File: config.mk
export PLATFORM = sky130hd
export DESIGN_NAME = silu_requant_pack_flat
export DESIGN_NICKNAME = d
export VERILOG_FILES = /design/src/rtl/silu_pkg.sv /design/src/rtl/silu_requant_pack_if.sv /design/src/rtl/silu_sync_fifo.sv /design/src/rtl/silu_requant_pack.sv /design/src/flat_wrapper.sv
export SDC_FILE = /design/constraint.sdc
export NUM_CORES = 1
export LEC_CHECK = 0
export CAP_MARGIN = 20
export CORE_MARGIN = 2
export CORE_UTILIZATION = 40
export DETAILED_ROUTE_END_ITERATION = 6
export DONT_BUFFER_PORTS = 1
export GPL_TIMING_DRIVEN = 0
export PLACE_DENSITY = 0.51
export SYNTH_ARGS = -nofsm -noshare
export SYNTH_HDL_FRONTEND = slang
export SYNTH_SLANG_ARGS = --single-unit
File: constraint.sdc
create_clock -name clk -period 8.15 [get_ports clk]
set_input_delay 1.63 -clock clk [delete_from_list [all_inputs] [get_ports clk]]
set_output_delay 1.63 -clock clk [all_outputs]
set_load 0.1 [all_outputs]
File: src/rtl/silu_pkg.sv
// Shared constants, word payload type and requantization helpers for the SiLU requant/pack block.
package silu_pkg;

  localparam int unsigned ACT_W          = 16;
  localparam int unsigned ACT_FRAC       = 8;
  localparam int unsigned Q_W            = 8;
  localparam int unsigned WORD_W         = 32;
  localparam int unsigned BYTES_PER_WORD = 4;
  localparam int unsigned PROD_W         = 25;
  localparam int          Q_MIN          = -128;
  localparam int          Q_MAX          = 127;

  // Shift range covers twice the fractional bits (0..15)
  localparam int unsigned SHIFT_W = $clog2(2 * ACT_FRAC);
  // One guard bit above the product so the rounding add cannot wrap
  localparam int unsigned REQ_W   = PROD_W + 1;
  localparam int unsigned CNT_W   = $clog2(BYTES_PER_WORD);
  localparam int unsigned HOLD_W  = (BYTES_PER_WORD - 1) * Q_W;

  typedef struct packed {
    logic              last;
    logic [WORD_W-1:0] data;
  } word_t;

  localparam int unsigned FIFO_W = $bits(word_t);

  function automatic logic [Q_W-1:0] sat_q8(input logic signed [REQ_W-1:0] v);
    if (v > REQ_W'(Q_MAX)) return Q_W'(Q_MAX);
    if (v < REQ_W'(Q_MIN)) return Q_W'(Q_MIN);
    return v[Q_W-1:0];
  endfunction

  function automatic logic clipped(input logic signed [REQ_W-1:0] v);
    return (v > REQ_W'(Q_MAX)) || (v < REQ_W'(Q_MIN));
  endfunction

endpackage

File: src/rtl/silu_requant_pack_if.sv
// Packed-word output stream (valid/ready) from the requant packer to the memory writer.
interface silu_requant_pack_if;
  import silu_pkg::*;

  logic              out_valid;
  logic              out_ready;
  logic [WORD_W-1:0] out_data;
  logic              out_last;

  modport master (output out_valid, output out_data, output out_last, input  out_ready);
  modport slave  (input  out_valid, input  out_data, input  out_last, output out_ready);
endinterface

File: src/rtl/silu_sync_fifo.sv
// First-word-fall-through FIFO; a push while full without a pop is dropped and flagged.
module silu_sync_fifo #(
  parameter int unsigned WIDTH = 33,
  parameter int unsigned DEPTH = 8
) (
  input  logic                   clk,
  input  logic                   rst,
  input  logic                   push,
  input  logic [WIDTH-1:0]       push_data,
  input  logic                   pop,
  output logic [WIDTH-1:0]       pop_data,
  output logic                   pop_valid,
  output logic [$clog2(DEPTH):0] count_nxt_c,
  output logic                   drop_c
);

  localparam int unsigned AW = $clog2(DEPTH);
  localparam int unsigned CW = AW + 1;

  logic [WIDTH-1:0] mem_q [DEPTH];
  logic [AW-1:0]    wr_ptr_q, wr_ptr_d;
  logic [AW-1:0]    rd_ptr_q, rd_ptr_d;
  logic [CW-1:0]    count_q, count_d;
  logic             do_push, do_pop;

  always_comb begin
    do_pop   = pop && (count_q != '0);
    do_push  = push && ((count_q != CW'(DEPTH)) || do_pop);
    drop_c   = push && !do_push;
    wr_ptr_d = wr_ptr_q + AW'(do_push);
    rd_ptr_d = rd_ptr_q + AW'(do_pop);
    count_d  = count_q + CW'(do_push) - CW'(do_pop);
  end

  always_ff @(posedge clk) begin
    if (!rst) begin
      wr_ptr_q <= '0;
      rd_ptr_q <= '0;
      count_q  <= '0;
    end else begin
      wr_ptr_q <= wr_ptr_d;
      rd_ptr_q <= rd_ptr_d;
      count_q  <= count_d;
    end
  end

  always_ff @(posedge clk) begin
    if (do_push) mem_q[wr_ptr_q] <= push_data;
  end

  // Head is gated so stale storage never shows while empty
  assign pop_valid   = (count_q != '0);
  assign pop_data    = pop_valid ? mem_q[rd_ptr_q] : '0;
  assign count_nxt_c = count_d;

endmodule

File: src/rtl/silu_requant_pack.sv
// Requantizes Q8.8 SiLU samples to int8, packs 4 per word and buffers them in a FWFT FIFO.
// Optional saturation counter enabled by defining SILU_SAT_CNT_EN.
module silu_requant_pack
  import silu_pkg::*;
#(
  parameter int unsigned DEPTH        = 8,
  parameter int unsigned AFULL_MARGIN = 2
) (
  input  logic               clk,
  input  logic               rst,
  input  logic               in_valid,
  input  logic [ACT_W-1:0]   in_data,
  input  logic               in_last,
  input  logic [Q_W-1:0]     cfg_scale,
  input  logic [SHIFT_W-1:0] cfg_shift,
  input  logic [Q_W-1:0]     cfg_zp,
  output logic               in_afull,
  output logic               busy,
  output logic               ovf,
  output logic [15:0]        sat_cnt,
  silu_requant_pack_if.master out_if
);

  localparam int unsigned CW        = $clog2(DEPTH) + 1;
  localparam int unsigned AFULL_LVL = DEPTH - AFULL_MARGIN;

  logic                     s1_valid_q, s1_valid_d, s1_last_q, s1_last_d;
  logic signed [PROD_W-1:0] s1_prod_q, s1_prod_d;
  logic [SHIFT_W-1:0]       s1_shift_q, s1_shift_d;
  logic signed [Q_W-1:0]    s1_zp_q, s1_zp_d;
  logic                     s2_valid_q, s2_valid_d, s2_last_q, s2_last_d;
  logic [Q_W-1:0]           s2_byte_q, s2_byte_d, s2_zp_q, s2_zp_d;
  logic [CNT_W-1:0]         cnt_q, cnt_d;
  logic [HOLD_W-1:0]        hold_q, hold_d;
  logic                     in_afull_q, in_afull_d, ovf_q, ovf_d;
  logic signed [REQ_W-1:0]  rnd_c, req_c, v_c;
  logic [WORD_W-1:0]        word_c;
  logic                     push_c, fifo_valid, fifo_drop;
  logic [CW-1:0]            fifo_cnt_nxt;
  word_t                    push_word, pop_word;

  always_comb begin
    s1_valid_d = in_valid;
    s1_last_d  = in_valid && in_last;
    s1_prod_d  = PROD_W'($signed(in_data) * $signed({1'b0, cfg_scale}));
    s1_shift_d = cfg_shift;
    s1_zp_d    = cfg_zp;

    // Round half up, then arithmetic shift, then add zero point
    rnd_c = $signed({s1_prod_q[PROD_W-1], s1_prod_q});
    if (s1_shift_q != '0) rnd_c = rnd_c + (REQ_W'(1) << (s1_shift_q - SHIFT_W'(1)));
    req_c = rnd_c >>> s1_shift_q;
    v_c   = req_c + REQ_W'(s1_zp_q);

    s2_valid_d = s1_valid_q;
    s2_last_d  = s1_last_q;
    s2_byte_d  = sat_q8(v_c);
    s2_zp_d    = s1_zp_q;

    // Unfilled upper bytes take the zero point when a row closes early
    case (cnt_q)
      2'd0:    word_c = {s2_zp_q, s2_zp_q, s2_zp_q, s2_byte_q};
      2'd1:    word_c = {s2_zp_q, s2_zp_q, s2_byte_q, hold_q[7:0]};
      2'd2:    word_c = {s2_zp_q, s2_byte_q, hold_q[15:0]};
      default: word_c = {s2_byte_q, hold_q};
    endcase

    push_c = 1'b0;
    cnt_d  = cnt_q;
    hold_d = hold_q;
    if (s2_valid_q) begin
      if ((cnt_q == CNT_W'(BYTES_PER_WORD - 1)) || s2_last_q) begin
        push_c = 1'b1;
        cnt_d  = '0;
      end else begin
        cnt_d = cnt_q + CNT_W'(1);
        case (cnt_q)
          2'd0:    hold_d[7:0]   = s2_byte_q;
          2'd1:    hold_d[15:8]  = s2_byte_q;
          default: hold_d[23:16] = s2_byte_q;
        endcase
      end
    end

    push_word  = '{last: s2_last_q, data: word_c};
    ovf_d      = ovf_q | fifo_drop;
    in_afull_d = (fifo_cnt_nxt >= CW'(AFULL_LVL));
  end

  always_ff @(posedge clk) begin
    if (!rst) begin
      s1_valid_q <= 1'b0;
      s1_last_q  <= 1'b0;
      s1_prod_q  <= '0;
      s1_shift_q <= '0;
      s1_zp_q    <= '0;
      s2_valid_q <= 1'b0;
      s2_last_q  <= 1'b0;
      s2_byte_q  <= '0;
      s2_zp_q    <= '0;
      cnt_q      <= '0;
      hold_q     <= '0;
      in_afull_q <= 1'b0;
      ovf_q      <= 1'b0;
    end else begin
      s1_valid_q <= s1_valid_d;
      s1_last_q  <= s1_last_d;
      s1_prod_q  <= s1_prod_d;
      s1_shift_q <= s1_shift_d;
      s1_zp_q    <= s1_zp_d;
      s2_valid_q <= s2_valid_d;
      s2_last_q  <= s2_last_d;
      s2_byte_q  <= s2_byte_d;
      s2_zp_q    <= s2_zp_d;
      cnt_q      <= cnt_d;
      hold_q     <= hold_d;
      in_afull_q <= in_afull_d;
      ovf_q      <= ovf_d;
    end
  end

  silu_sync_fifo #(.WIDTH(FIFO_W), .DEPTH(DEPTH)) u_fifo (
    .clk         (clk),
    .rst         (rst),
    .push        (push_c),
    .push_data   (push_word),
    .pop         (out_if.out_ready),
    .pop_data    (pop_word),
    .pop_valid   (fifo_valid),
    .count_nxt_c (fifo_cnt_nxt),
    .drop_c      (fifo_drop)
  );

`ifdef SILU_SAT_CNT_EN
  logic        s2_sat_q, s2_sat_d;
  logic [15:0] sat_cnt_q, sat_cnt_d;

  // Counts every clipped S2 byte, including ones later dropped on overflow
  always_comb begin
    s2_sat_d  = s1_valid_q && clipped(v_c);
    sat_cnt_d = sat_cnt_q;
    if (s2_valid_q && s2_sat_q && (sat_cnt_q != 16'hFFFF)) sat_cnt_d = sat_cnt_q + 16'd1;
  end

  always_ff @(posedge clk) begin
    if (!rst) begin
      s2_sat_q  <= 1'b0;
      sat_cnt_q <= '0;
    end else begin
      s2_sat_q  <= s2_sat_d;
      sat_cnt_q <= sat_cnt_d;
    end
  end

  assign sat_cnt = sat_cnt_q;
`else
  assign sat_cnt = 16'h0;
`endif

  assign out_if.out_valid = fifo_valid;
  assign out_if.out_data  = pop_word.data;
  assign out_if.out_last  = pop_word.last;
  assign in_afull         = in_afull_q;
  assign ovf              = ovf_q;
  assign busy             = s1_valid_q | s2_valid_q | (cnt_q != '0) | fifo_valid;

endmodule

File: src/flat_wrapper.sv
// flat-port wrapper written by rule: the top's interface ports become plain ports
module silu_requant_pack_flat import silu_pkg::*;
#(
  parameter int unsigned DEPTH        = 8,
  parameter int unsigned AFULL_MARGIN = 2
)
  (clk, rst, in_valid, in_data, in_last, cfg_scale, cfg_shift, cfg_zp, in_afull, busy, ovf, sat_cnt, out_if_out_valid, out_if_out_data, out_if_out_last, out_if_out_ready);
  silu_requant_pack_if out_if_i ();
  input  logic clk;
  input  logic rst;
  input  logic in_valid;
  input  logic [ACT_W-1:0] in_data;
  input  logic in_last;
  input  logic [Q_W-1:0] cfg_scale;
  input  logic [SHIFT_W-1:0] cfg_shift;
  input  logic [Q_W-1:0] cfg_zp;
  output logic in_afull;
  output logic busy;
  output logic ovf;
  output logic [15:0] sat_cnt;
  output wire logic [$bits(out_if_i.out_valid)-1:0] out_if_out_valid;
  output wire logic [$bits(out_if_i.out_data)-1:0] out_if_out_data;
  output wire logic [$bits(out_if_i.out_last)-1:0] out_if_out_last;
  input wire logic [$bits(out_if_i.out_ready)-1:0] out_if_out_ready;
  assign out_if_out_valid = out_if_i.out_valid;
  assign out_if_out_data = out_if_i.out_data;
  assign out_if_out_last = out_if_i.out_last;
  assign out_if_i.out_ready = out_if_out_ready;
  silu_requant_pack #(.DEPTH(DEPTH), .AFULL_MARGIN(AFULL_MARGIN)) u_core (.clk(clk), .rst(rst), .in_valid(in_valid), .in_data(in_data), .in_last(in_last), .cfg_scale(cfg_scale), .cfg_shift(cfg_shift), .cfg_zp(cfg_zp), .in_afull(in_afull), .busy(busy), .ovf(ovf), .sat_cnt(sat_cnt), .out_if(out_if_i));
endmodule
==> impl_metrics.py <==
metrics = {
    "status": {
        "status": "finished clean",
    },
    "min_path": {
        "hp-class": "reg2reg",
    },
    "sta": {
        "max_freq_mhz": 127.2,
        "clock-skew-final_ns": 0.02231,
        "max_slew_margin": 0.2093,
        "finalSetupViolCount": 0,
        "setup_ws_ns": 0.2862,
        "slew_violations": 0,
        "worstMarginPinSlew_ns": 1.185,
        "period_needed_ns": 7.864,
        "hold_violations": 0,
        "timing.final.crit_share": 0.9649,
    },
    "clock_tree": {
        "root_buffer": "clkbuf_16",
        "clock_path_buffers": 3,
        "htreeDepth": 2,
        "hold_buffers": 0,
        "cts_made_buffers": 39,
        "insertion_delay_ns": 0.56,
        "cts_tree": "built",
        "clkSinkCount": 359,
        "clkTransAtPathRegs_ns": 0.06,
    },
    "power": {
        "power.switching_mw": 3.637,
        "internal-power_mw": 4.504,
        "p_seq_frac": 0.276,
        "pwr-share-comb": 0.504,
        "p_leak_nw": 9.980,
        "power.density_mw_per_mm2": 315.0,
        "p_sw_frac": 0.4467,
        "p_clk_frac": 0.220,
        "irDropWorstVdd_uv": 292.7,
        "finalPower_mw": 8.141,
    },
    "die": {
        "die_area_mm2": 0.05953,
        "die_w_um": 244.0,
        "core_area_mm2": 0.05671,
        "initial_core_util": 0.4062,
        "die_h_um": 244.0,
        "ioPinCount": 94,
        "fp-row-count": 87,
    },
    "worst_setup_path": {
        "timing.rr.end": "u_core.s2_byte_q[4]",
        "arrival_ns": 8.33,
        "rr_startpoint": "u_core.s1_shift_q[0]",
        "end_kind": "flop",
        "required_ns": 8.62,
        "slowest_stage": "mux4_2",
        "worst_path_largest_cell_delay_ns": 0.54,
        "start_kind": "flop",
        "worstSetupEndpoint": "u_core.s2_byte_q[4]",
        "cp_max_fo": 10,
        "path_class": "reg2reg",
        "crit_start": "u_core.s1_shift_q[0]",
        "ff2ff_path_depth": 25,
        "r2r_slack_ns": 0.29,
    },
    "place": {
        "gp_congestion": 0.9443,
        "io_buffers": 0,
        "place_ws_ns": -0.9841,
        "dpl.hpwl_mm": 46.64,
    },
    "finish": {
        "fin_util": 0.4557,
        "fin_nets": 2419,
        "drive_above_1_share": 0.1197,
        "diodes": 0,
        "area_growth_pct": 12.18,
    },
    "yosys": {
        "synth-seq-cells": 359,
        "yosysUniqueCellTypes": 83,
        "netlist_instances": 2097,
        "async_flop_share": 0,
        "synth_edf_count": 264,
        "seq_area_frac_synth": 0.4267,
        "synth_area_mm2": 0.02304,
        "syn_avg_cell_area_um2": 10.99,
        "synth-main-ff-cell": "edfxtp_1",
        "yosysWarnings": 0,
    },
    "job": {
        "maxCapViolations": 0,
    },
    "routing": {
        "drc": 0,
        "firstDrtPassIters": 7,
        "vias": 16470,
        "wl_per_cell_um": 21.07,
        "ant_nets": 0,
        "routed_wl_mm": 62.23,
        "post_drt_via_cell_ratio": 5.576,
        "drt-initial-drc-count": 1046,
    },
    "grt": {
        "grt_pass1_vias": 16950,
        "grt_max_degree": 26,
        "grt_pass1_wl_mm": 98.99,
        "grt-ovfl-total": 0,
        "antenna_found_initial": 3,
        "track_usage": 0.2136,
    },
}
worst max-delay path: cells and delay by family, from the launching register on:
kind	cells	cell delay (ns)
compound gates	11	3.08
fa+ha+maj	2	0.76
mux	1	0.54
simple gates	7	1.90
flops	1	0.49
buf+inv	4	0.97
registers in the layout, indices dropped and copies added (netlist names):
name / count
u_core.s1_valid_q: 1
u_core.s2_zp_q: 8
u_core.s2_byte_q: 8
u_core.s1_prod_q: 25
u_core.s1_zp_q: 8
u_core.cnt_q: 2
u_core.u_fifo.wr_ptr_q: 3
u_core.hold_q: 24
u_core.s2_last_q: 1
u_core.u_fifo.count_q: 4
u_core.u_fifo.rd_ptr_q: 3
u_core.u_fifo.mem_q: 264
u_core.ovf: 1
u_core.in_afull: 1
u_core.s1_shift_q: 4
u_core.s1_last_q: 1
u_core.s2_valid_q: 1
power groups by stage:
stage | sequential [mW] | combinational [mW] | clock, mW
floorplan | 2.22 | 3.25 | 0
global placement | 2.28 | 3.98 | 0
detailed placement | 2.28 | 4.08 | 0
CTS | 2.24 | 4.11 | 1.83
global route | 2.25 | 4.55 | 1.90
finish | 2.24 | 4.11 | 1.79
metrics by stage:
| stage | hold WS [ns] | TNS (ns) | cell area [µm²] | instances |
|---|---|---|---|---|
| floorplan | 0.4119 | 0 | 23090 | 2112 |
| global placement | 0.4426 | -22.58 | 24040 | 2868 |
| detailed placement | 0.4469 | -7.086 | 24410 | 2883 |
| CTS | 0.4561 | 0 | 25740 | 2952 |
| global route | 0.4736 | -0.002271 | 25840 | 2953 |
| finish | 0.4555 | 0 | 25840 | 2953 |
placed cells by master (no fill, tap or decap), types with 18 or more instances in the layout:
cell       count
edfxtp_1     264
nand2_1      183
inv_1        166
nor2_1       129
and2_1       119
fa_1         105
ha_1         104
dfxtp_1       95
a21oi_1       87
clkbuf_1      72
mux4_2        71
mux2i_1       66
o21ai_0       65
nand3_1       40
clkbuf_16     40
nor3_1        33
xnor2_1       33
nor2_2        33
a21o_1        23
and3_1        22
o211ai_1      20
o21a_1        19
a22oi_1       19
buf_4         19
xor2_1        18
how the worst min path moves through the flow:
| stage | from | endpoint | slack (ns) | cells past startpoint |
|---|---|---|---|---|
| after floorplan | u_core.s1_last_q | u_core.s2_last_q | 0.41 | 1 |
| after global placement | u_core.hold_q[3] | u_core.hold_q[3] | 0.44 | 2 |
| after detailed placement | u_core.hold_q[11] | u_core.hold_q[11] | 0.45 | 2 |
| after CTS | u_core.hold_q[11] | u_core.hold_q[11] | 0.46 | 2 |
| after global routing | u_core.hold_q[11] | u_core.hold_q[11] | 0.47 | 2 |
| final | u_core.hold_q[11] | u_core.hold_q[11] | 0.46 | 2 |
cell usage after synthesis (all sizes together), types with 9 or more instances:
library cell	number	share of area
a21oi	89	0.019
clkbuf	75	0.012
or3	12	0.0033
xnor2	34	0.013
buf	46	0.011
nor3	36	0.0083
mux2i	66	0.029
a21o	23	0.0075
o31ai	12	0.0041
fa	105	0.091
nand2	183	0.030
dfxtp	95	0.083
o21a	19	0.0062
xor2	18	0.0068
and3	24	0.0070
edfxtp	264	0.34
nand2b	13	0.0035
o22ai	10	0.0027
inv	168	0.027
a2111oi	9	0.0043
o21ai	70	0.015
mux4	71	0.069
ha	104	0.056
nand4	13	0.0035
o211ai	20	0.0065
a22oi	19	0.0062
nand3	40	0.0087
nor2	168	0.027
or2	9	0.0024
o21bai	10	0.0033
a31oi	12	0.0033
a211oi	20	0.0067
and2	120	0.033
a22o	18	0.0072
per-layer routing:
layer / track usage / part of all wire / vias up
met5: 0 / 0.00055 / -
li1: - / - / 7687
met1: 0.2831 / 0.43 / 8248
met4: 0.04950 / 0.020 / 6
met2: 0.3710 / 0.49 / 434
met3: 0.02941 / 0.056 / 92
cells by family (layout without fill, tap and decap cells):
group,after synthesis,after routing,share of synthesized area
DFF,359,359,0.4267
xor gates and xnor gates,52,52,0.01977
AOI/OAI and AO/OA,397,397,0.1188
and+or+nand+nor,651,651,0.1375
buffers and inverters,289,374,0.05029
other,1,16,0.0001628
muxes,139,139,0.09906
adders and majority gates,209,209,0.1477
what timing repair did:
action,in CTS,in global routing
setup endpoints to repair,8,8
resized for setup,11,27
pin swaps,0,1
setup buffers,0,1
final cells by class:
cell class              count  area [µm²]
clock buffers              51        1067
fillers                  5259       30870
well taps                 756       945.9
inverters                 168       630.6
plain buffers             119       541.8
repair buffers             18       267.8
clock inverters            18       230.2
flip-flops and latches    359        9829
multi-input cells        1464       12330
Power figures use the tool's default switching activity.
